==> src/rtl/enc_pkg.sv <==
// Shared types and helpers for the bitmask encoder.
// State encoding plus a one-hot test used by strict mode.
package enc_pkg;

    typedef enum logic [1:0] {
        IDLE,
        EMIT,
        EMIT_LAST
    } state_t;

    // Widest vector the one-hot helper is sized for.
    localparam int ENC_MAX_W = 256;

    function automatic logic is_onehot(input logic [ENC_MAX_W-1:0] v);
        return (v != '0) && ((v & (v - ENC_MAX_W'(1))) == '0);
    endfunction

endpackage

==> src/rtl/bitmask_encoder_prio_pick.sv <==
// Combinational priority picker: first set bit by priority order,
// its index, and the input vector with that bit cleared.
module prio_pick #(
    parameter  int WIDTH     = 8,
    parameter  int MSB_FIRST = 0,
    localparam int IDX_W     = $clog2(WIDTH)
) (
    input  logic [WIDTH-1:0] in,
    output logic [IDX_W-1:0] idx,
    output logic             found,
    output logic [WIDTH-1:0] rest
);

    // Scan in priority order, keep the first hit, then clear it.
    always_comb begin
        idx   = '0;
        found = 1'b0;
        for (int i = 0; i < WIDTH; i++) begin
            if (!found && in[(MSB_FIRST != 0) ? (WIDTH - 1 - i) : i]) begin
                idx   = IDX_W'((MSB_FIRST != 0) ? (WIDTH - 1 - i) : i);
                found = 1'b1;
            end
        end
        rest = in;
        if (found) begin
            rest[idx] = 1'b0;
        end
    end

endmodule

==> src/rtl/bitmask_encoder.sv <==
// Handshaked bitmask encoder: strict one-hot check or scan of all
// set bits, one registered index beat per output handshake.
module bitmask_encoder
    import enc_pkg::*;
#(
    parameter  int WIDTH     = 8,
    parameter  int MSB_FIRST = 0,
    localparam int IDX_W     = $clog2(WIDTH)
) (
    input  logic             clk,
    input  logic             rst_n,
    input  logic             in_valid,
    output logic             in_ready,
    input  logic [WIDTH-1:0] in_data,
    input  logic             in_mode,
    output logic             out_valid,
    input  logic             out_ready,
    output logic [IDX_W-1:0] out_idx,
    output logic [IDX_W:0]   out_seq,
    output logic             out_last,
    output logic             out_err
);

    state_t             r_state;
    state_t             w_state_nx;
    logic [WIDTH-1:0]   r_pend;
    logic [IDX_W-1:0]   r_idx;
    logic [IDX_W:0]     r_seq;
    logic               r_last;
    logic               r_err;

    logic               w_accept;
    logic               w_load_acc;
    logic               w_load_nxt;
    logic [WIDTH-1:0]   w_pick_in;
    logic [IDX_W-1:0]   w_idx;
    logic               w_found;
    logic [WIDTH-1:0]   w_rest;
    logic               w_first_last;

    assign in_ready  = rst_n &
                       ((r_state == IDLE) |
                        ((r_state == EMIT_LAST) & out_ready));
    assign w_accept  = in_valid & in_ready;
    assign out_valid = (r_state != IDLE);
    assign out_idx   = r_idx;
    assign out_seq   = r_seq;
    assign out_last  = r_last;
    assign out_err   = r_err;

    // One picker serves both paths; in EMIT no vector can be accepted.
    assign w_pick_in    = (r_state == EMIT) ? r_pend : in_data;
    assign w_first_last = in_mode | (w_rest == '0);

    prio_pick #(
        .WIDTH     (WIDTH),
        .MSB_FIRST (MSB_FIRST)
    ) u_pick (
        .in    (w_pick_in),
        .idx   (w_idx),
        .found (w_found),
        .rest  (w_rest)
    );

    // State register.
    always_ff @(posedge clk) begin
        if (!rst_n) begin
            r_state <= IDLE;
        end else begin
            r_state <= w_state_nx;
        end
    end

    // Next-state and datapath load enables.
    always_comb begin
        w_state_nx = r_state;
        w_load_acc = 1'b0;
        w_load_nxt = 1'b0;
        unique case (r_state)
            IDLE: begin
                if (w_accept) begin
                    w_load_acc = 1'b1;
                    w_state_nx = w_first_last ? EMIT_LAST : EMIT;
                end
            end
            EMIT: begin
                if (out_ready) begin
                    w_load_nxt = 1'b1;
                    if (w_rest == '0) begin
                        w_state_nx = EMIT_LAST;
                    end
                end
            end
            EMIT_LAST: begin
                if (w_accept) begin
                    w_load_acc = 1'b1;
                    w_state_nx = w_first_last ? EMIT_LAST : EMIT;
                end else if (out_ready) begin
                    w_state_nx = IDLE;
                end
            end
            default: begin
                w_state_nx = IDLE;
            end
        endcase
    end

    // Output beat and pending-mask registers.
    always_ff @(posedge clk) begin
        if (!rst_n) begin
            r_pend <= '0;
            r_idx  <= '0;
            r_seq  <= '0;
            r_last <= 1'b0;
            r_err  <= 1'b0;
        end else if (w_load_acc) begin
            r_idx  <= w_idx;
            r_seq  <= '0;
            r_pend <= in_mode ? '0 : w_rest;
            r_last <= w_first_last;
            r_err  <= in_mode ? !is_onehot(ENC_MAX_W'(in_data))
                              : !w_found;
        end else if (w_load_nxt) begin
            r_idx  <= w_idx;
            r_pend <= w_rest;
            r_seq  <= r_seq + (IDX_W + 1)'(1);
            r_last <= (w_rest == '0);
        end
    end

endmodule

==> config.mk <==
export PLATFORM = sky130hd
export DESIGN_NAME = bitmask_encoder
export DESIGN_NICKNAME = d
export VERILOG_FILES = /design/src/rtl/enc_pkg.sv /design/src/rtl/bitmask_encoder_prio_pick.sv /design/src/rtl/bitmask_encoder.sv
export SDC_FILE = /design/constraint.sdc
export NUM_CORES = 1
export LEC_CHECK = 0
export CAP_MARGIN = 15
export CELL_PAD_IN_SITES_DETAIL_PLACEMENT = 1
export CELL_PAD_IN_SITES_GLOBAL_PLACEMENT = 2
export CORE_MARGIN = 2
export CORE_UTILIZATION = 32
export DETAILED_ROUTE_END_ITERATION = 12
export PLACE_DENSITY = 0.84
export SKIP_LAST_GASP = 1
export SLEW_MARGIN = 0
export SYNTH_ARGS = -nofsm -noshare
export SYNTH_HDL_FRONTEND = slang
export SYNTH_SLANG_ARGS = --single-unit
export TNS_END_PERCENT = 1
==> constraint.sdc <==
create_clock -name clk -period 3.3 [get_ports clk]
set_clock_uncertainty 0.2 [all_clocks]
set_input_delay 0.33 -clock clk [delete_from_list [all_inputs] [get_ports clk]]
set_output_delay 0.33 -clock clk [all_outputs]
set_load 0.1 [all_outputs]
# Word level (Yosys, flattened, before mapping)
# Index checks and enable logic that the tools add are counted.
dict set report word_totals {
  ff_bits 19
  output_inout_bits 11
  word_cells 90
}
dict set report classes {
  addsub 2
  n_lt_le_gt_ge 2
  eq_ne 6
  mux 38
  n_bitwise 9
  reduce_logical 27
}
# operator count
set op_table {}
lappend op_table {{8-bit by 256-bit bitwise AND with 256-bit output} 1}
lappend op_table {{256-bit logical NOT} 1}
lappend op_table {{8-bit two-way mux} 5}
lappend op_table {{3-bit two-way mux} 6}
lappend op_table {{1-bit two-way mux} 17}
lappend op_table {{2-bit two-way mux} 8}
lappend op_table {{1-bit logical AND} 9}
lappend op_table {{1-bit logical NOT} 9}
lappend op_table {{8-bit by 1-bit subtractor with 9-bit output (second input constant)} 1}
lappend op_table {{8-bit bitwise AND} 1}
lappend op_table {{8-bit logical NOT} 1}
lappend op_table {{8-bit inverter} 1}
lappend op_table {{8-bit nonzero test} 1}
lappend op_table {{2-bit case mux with 3 select lines} 1}
lappend op_table {{4-bit by 1-bit adder with 4-bit output (second input constant)} 1}
lappend op_table {{3-bit by 4-bit less-than comparator with 1-bit output (second input constant)} 1}
lappend op_table {{2-bit inequality test (second input constant)} 2}
lappend op_table {{4-bit AND reduction} 1}
lappend op_table {{2-bit nonzero test} 2}
lappend op_table {{2-bit OR reduction} 2}
lappend op_table {{1-bit bitwise AND} 3}
lappend op_table {{1-bit demux with 3-bit select} 1}
lappend op_table {{3-bit by 1-bit >= comparator with 1-bit output (second input constant)} 1}
lappend op_table {{3-bit inequality test (second input constant)} 1}
lappend op_table {{other kinds (6)} 7}

# Longest topological paths before layout
dict set report logic_depth {
  word_depth 36
  depth_mapped 8
}

# By module
# A second synthesis with hierarchy kept.
dict set report unflattened {
  hier_cells 146
  hier_area_um2 1208.7
}
# module n_inst cells_per_inst area_per_inst_um2
set modules_own_cells {}
lappend modules_own_cells {bitmask_encoder 1 121 1043.5}
lappend modules_own_cells {prio_pick 1 25 165.2}

# Worst setup path after synthesis
# OpenSTA, ideal clock, no wires.
dict set report synth_timing {
  path_kind {input -> register}
  startpoint {input port out_ready}
  endpoint {register r_state[0]}
  arrival_ps 2591
  required_time_ps 3007
  path_slack_ps 416
  cell_stages 7
  n_path_buf 1
  path_cell_list {clkbuf_1 > nor2b_1 > nor2_1 > nand2_1 > nor3_1 > o21ai_0 > o32ai_1}
}
dict set report synth_via {
  elab_chain_cells 6
  elab_cells_between_ends 10
  classes_between {eq/ne (3); mux (2); bitwise (4); reduce/logical (1)}
}
# element line_no
set synth_rtl {}
lappend synth_rtl {{start: declaration} bitmask_encoder.sv:17} ;# input logic out_ready,
lappend synth_rtl {{1-bit bitwise AND (*)} bitmask_encoder.sv:43} ;# ((r_state == EMIT_LAST) & out_ready));
lappend synth_rtl {{1-bit bitwise OR (*)} bitmask_encoder.sv:42} ;# ((r_state == IDLE) |
lappend synth_rtl {{1-bit bitwise AND (*)} bitmask_encoder.sv:41} ;# assign in_ready = rst_n &
lappend synth_rtl {{via in_ready} bitmask_encoder.sv:13} ;# output logic in_ready,
lappend synth_rtl {{1-bit bitwise AND (*)} bitmask_encoder.sv:44} ;# assign w_accept = in_valid & in_ready;
lappend synth_rtl {{3-bit inequality test (no source line) (tied with other cells)} n/a}
lappend synth_rtl {{4-bit AND reduction (no source line) / 2-bit case mux with 3 select lines (equally long branches)} n/a}
lappend synth_rtl {{end signal: assignment} bitmask_encoder.sv:70} ;# r_state <= w_state_nx;
lappend synth_rtl {{end: declaration} bitmask_encoder.sv:24} ;# state_t r_state;
# Mark *: on every way through the listed nets, which the timed path passes. The rest lies on a longest branch.
# A chain may end at the register's enable or synchronous reset.

# Worst setup path after layout
dict set report layout_timing {
  startpoint {register r_state[0]}
  endpoint {register r_err, in the netlist out_err}
}
dict set report layout_via {
  elab_chain_cells 26
  elab_cells_between_ends 35
  classes_between {eq/ne (2); mux (12); bitwise (4); reduce/logical (17)}
}
# element line_no
set layout_rtl {}
lappend layout_rtl {{2-bit by 1-bit == test with 1-bit output} bitmask_encoder.sv:52} ;# assign w_pick_in = (r_state == EMIT) ? r_pend : in_data;
lappend layout_rtl {{8-bit two-way mux} bitmask_encoder.sv:52}
lappend layout_rtl {{1-bit two-way mux} bitmask_encoder_prio_pick.sv:19} ;# if (!found && in[(MSB_FIRST != 0) ? (WIDTH - 1 - i) : i]) begin
lappend layout_rtl {{1-bit logical NOT} bitmask_encoder_prio_pick.sv:19}
lappend layout_rtl {{1-bit logical AND} bitmask_encoder_prio_pick.sv:19}
lappend layout_rtl {{1-bit two-way mux} bitmask_encoder_prio_pick.sv:19}
lappend layout_rtl {{1-bit logical NOT} bitmask_encoder_prio_pick.sv:19}
lappend layout_rtl {{1-bit logical AND} bitmask_encoder_prio_pick.sv:19}
lappend layout_rtl {{(+10 left out)} n/a}
lappend layout_rtl {{1-bit logical NOT} bitmask_encoder_prio_pick.sv:19}
lappend layout_rtl {{1-bit logical AND} bitmask_encoder_prio_pick.sv:19}
lappend layout_rtl {{1-bit two-way mux} bitmask_encoder_prio_pick.sv:19}
lappend layout_rtl {{1-bit logical NOT} bitmask_encoder_prio_pick.sv:19}
lappend layout_rtl {{1-bit logical AND} bitmask_encoder_prio_pick.sv:19}
lappend layout_rtl {{1-bit two-way mux} bitmask_encoder_prio_pick.sv:19}
lappend layout_rtl {{1-bit logical NOT} bitmask_encoder.sv:122} ;# : !w_found;
lappend layout_rtl {{1-bit two-way mux} bitmask_encoder.sv:121} ;# r_err <= in_mode ? !is_onehot(ENC_MAX_W'(in_data))
lappend layout_rtl {{end signal: assignment} bitmask_encoder.sv:121}
lappend layout_rtl {{end: declaration} bitmask_encoder.sv:30} ;# logic r_err;
# Several ways; a longest one is shown, not always the timed one.

==> results.tsv <==
stage	metric	value	unit
timing	worstMarginPinSlew	0.972	ns
grt	overflow	0	
clocking	clock_path_buffers	2	
timing	rsz0062_at_grt	no	
synthesis	synth_warnings	0	
critical_path	cp_top_family	simple AND/OR/NAND/NOR gates	
critical_path	crit_path_end_kind	flop	
run_status	status	complete, no violations	
critical_path	r2r-end	out_err	
final_layout	drive_gt1_share	8.67	%
placement	gp_congestion	0.837	
clocking	numCtsBuffers	3	
final_layout	nets	211	
final_layout	stdcell_area	1650	um^2
synthesis	synth_top_cell_by_area	dfxtp_1	
critical_path	r2r_cells	6	
routing	drtAntennaViolNets	0	
worst_hold_path	hold_depth	2	
floorplan	ios	24	
timing	max_slew_margin	35.0	%
critical_path	worstPathMaxFanout	11	
worst_hold_path	hold_end	out_err	
grt	grt_pass1_wl	7010	um
final_layout	final_common_cell	nor2_1	
synthesis	async_flop_share	0	%
synthesis	synth_seq_area_share	28.6	%
routing	routed_wl	4130	um
routing	firstDrtPassIters	4	
worst_hold_path	hold_class	flop to flop	
timing	worst_hold_slack	0.286	ns
floorplan	row_count	23	
critical_path	slowest_delay	0.64	ns
placement	postPlaceCellArea	1610	um^2
timing	fmax	387	MHz
critical_path	start_kind	flop	
power	cellPowerDensity	424	nW/um^2
synthesis	ys_seq_elements	19	
critical_path	critPathBufInv	1	
grt	grtUsageTotal	19.9	%
synthesis	synthesis.area	1330	um^2
timing	setup_viol	0	
floorplan	initial_core_util	33.2	%
clocking	h-tree-depth	1	
routing	drc	0	
worst_hold_path	min_from	out_err	
clocking	cts_tree	built	
grt	grt_max_degree	14	
routing	wl_per_cell	16.8	um
synthesis	mappedNetlistNets	185	
floorplan	dieWidth	68.4	um
job	cap_violations	0	
power	ir_drop	0.000237	V
power	p_leak	0.000634	uW
synthesis	ys_top_cells_by_area	dfxtp_1 29%, nor2_1 7.9%, mux2i_1 6.0%	
critical_path	cp_slowest_cell	nor3_1	
final_layout	diodes	0	
floorplan	fp.dieH	68.4	um
grt	grt_pass1_vias	1452	
synthesis	synth_edf_count	0	
final_layout	final_cell_mix	28 x nor2_1, 21 x clkdlybuf4s50_1, 19 x dfxtp_1	
final_layout	syn2layout_area_growth	24.2	%
floorplan	dieArea	4680	um^2
critical_path	path_class	flop to flop	
clocking	clock-sinks	19	
synthesis	syn_inst	171	
routing	initialDrtViolationCount	84	
clocking	postCtsSetupRepairBufs	0	
timing	period_needed	2.58	ns
synthesis	synth_top_area_share	28.6	%
clocking	cts_resized	0	
synthesis	syn_area_per_cell	7.77	um^2
floorplan	coreArea	4000	um^2
placement	numPortBuffers	23	
critical_path	cp_cell_sequence	nor2b_2 > buf_4 > mux2i_2 > nor3_1 > a21oi_1 > a221oi_1	
synthesis	ys_types	45	
placement	dp_hpwl	3220	um
clocking	clk_pin_slew	0.07	ns
timing	final.setup.tns	0	ns
critical_path	critical_path_required	3.26	ns
clocking	clock_latency	0.25	ns
critical_path	r2r-start	r_state[0]	
timing	finalMaxSlewViolations	0	
synthesis	yosys_most_used_dff	dfxtp_1	
timing	post-route-period-util	78.3	%
clocking	cts_hold_buf	0	
clocking	cts_root_buf	clkbuf_8	
grt	antenna_found_initial	0	
routing	via_per_inst	5.59	
timing	finalHoldViolations	0	
routing	vias	1375	
critical_path	r2r_slack	0.72	ns
critical_path	arrival	2.54	ns
worst reg2reg max path, stage by stage (launching register included):
cell and delay, ns:
dfxtp_1 0.57, nor2b_2 0.30, buf_4 0.20, mux2i_2 0.15, nor3_1 0.64, a21oi_1 0.15, a221oi_1 0.28
power by group:
part / internal [uW] / leakage [uW] / switching [uW]
combinational: 93.8 / 0.000456 / 180
clock: 85.8 / 0.0000228 / 78.1
sequential: 243 / 0.000155 / 18.7
cell usage after synthesis (4+ instances only):
master / n
nor2b_1: 6
nor2_1: 28
inv_1: 4
dfxtp_1: 19
o21ai_0: 7
clkbuf_1: 4
mux2i_1: 8
nand3_1: 4
o32ai_1: 4
nand2_1: 18
a22oi_1: 6
xor2_1: 5
a21oi_1: 10
through the flow:
stage / utilization (%) / worst slack (ns) / cells / power (uW)
final: 41.3 / 0.716 / 246 / 700
after global routing: 41.3 / 0.519 / 246 / 738
after CTS: 41.3 / 0.721 / 246 / 705
after detailed placement: 40.1 / 0.710 / 242 / 540
after global placement: 40.1 / 0.691 / 242 / 535
after floorplan: - / 0.416 / 171 / 461
logic make-up (layout without fill, tap and decap cells):
group                      count (synthesis)  in the layout  share of synthesized area (%)
DFF                                       19             19                           28.6
muxes                                     10             10                           7.91
AOI/OAI and AO/OA                         49             49                           26.6
and+or+nand+nor                           73             73                           26.1
xor gates and xnor gates                   6              6                           3.95
adders and majority gates                  2              2                           1.69
buffers and inverters                     12             37                           5.08
how the worst max path moves through the flow:
stage | from | endpoint | slack [ns] | cells after the start
after floorplan | out_ready | r_state[0] | 0.42 | 7
after global placement | in_data[1] | r_pend[6] | 0.69 | 7
after detailed placement | in_data[1] | out_err | 0.71 | 6
after CTS | r_state[0] | out_err | 0.72 | 6
after global routing | r_state[0] | r_pend[6] | 0.52 | 7
final | r_state[0] | out_err | 0.72 | 6
cell type report:
class | instances | area [um^2]
fillers | 512 | 2350
multi-input cells | 140 | 881
repair buffers | 28 | 263
inverters | 5 | 18.8
clock buffers | 4 | 45.0
well taps | 50 | 62.6
flip-flops and latches | 19 | 380
registers in the layout (all words and copies together), names as in the netlist:
name / count
out_idx: 3
out_last: 1
r_state: 2
out_err: 1
out_seq: 4
r_pend: 8
layer usage:
layer	up-vias	routed length (um)	GRT usage [%]	share of wire [%]
met5	-	0	0	0
met4	0	72	5.50	1.7
met3	8	151	4.28	3.7
met2	30	2000	34.5	48
met1	660	1900	24.7	46
li1	677	-	-	-
No activity file was read; power rests on OpenSTA's default activity.
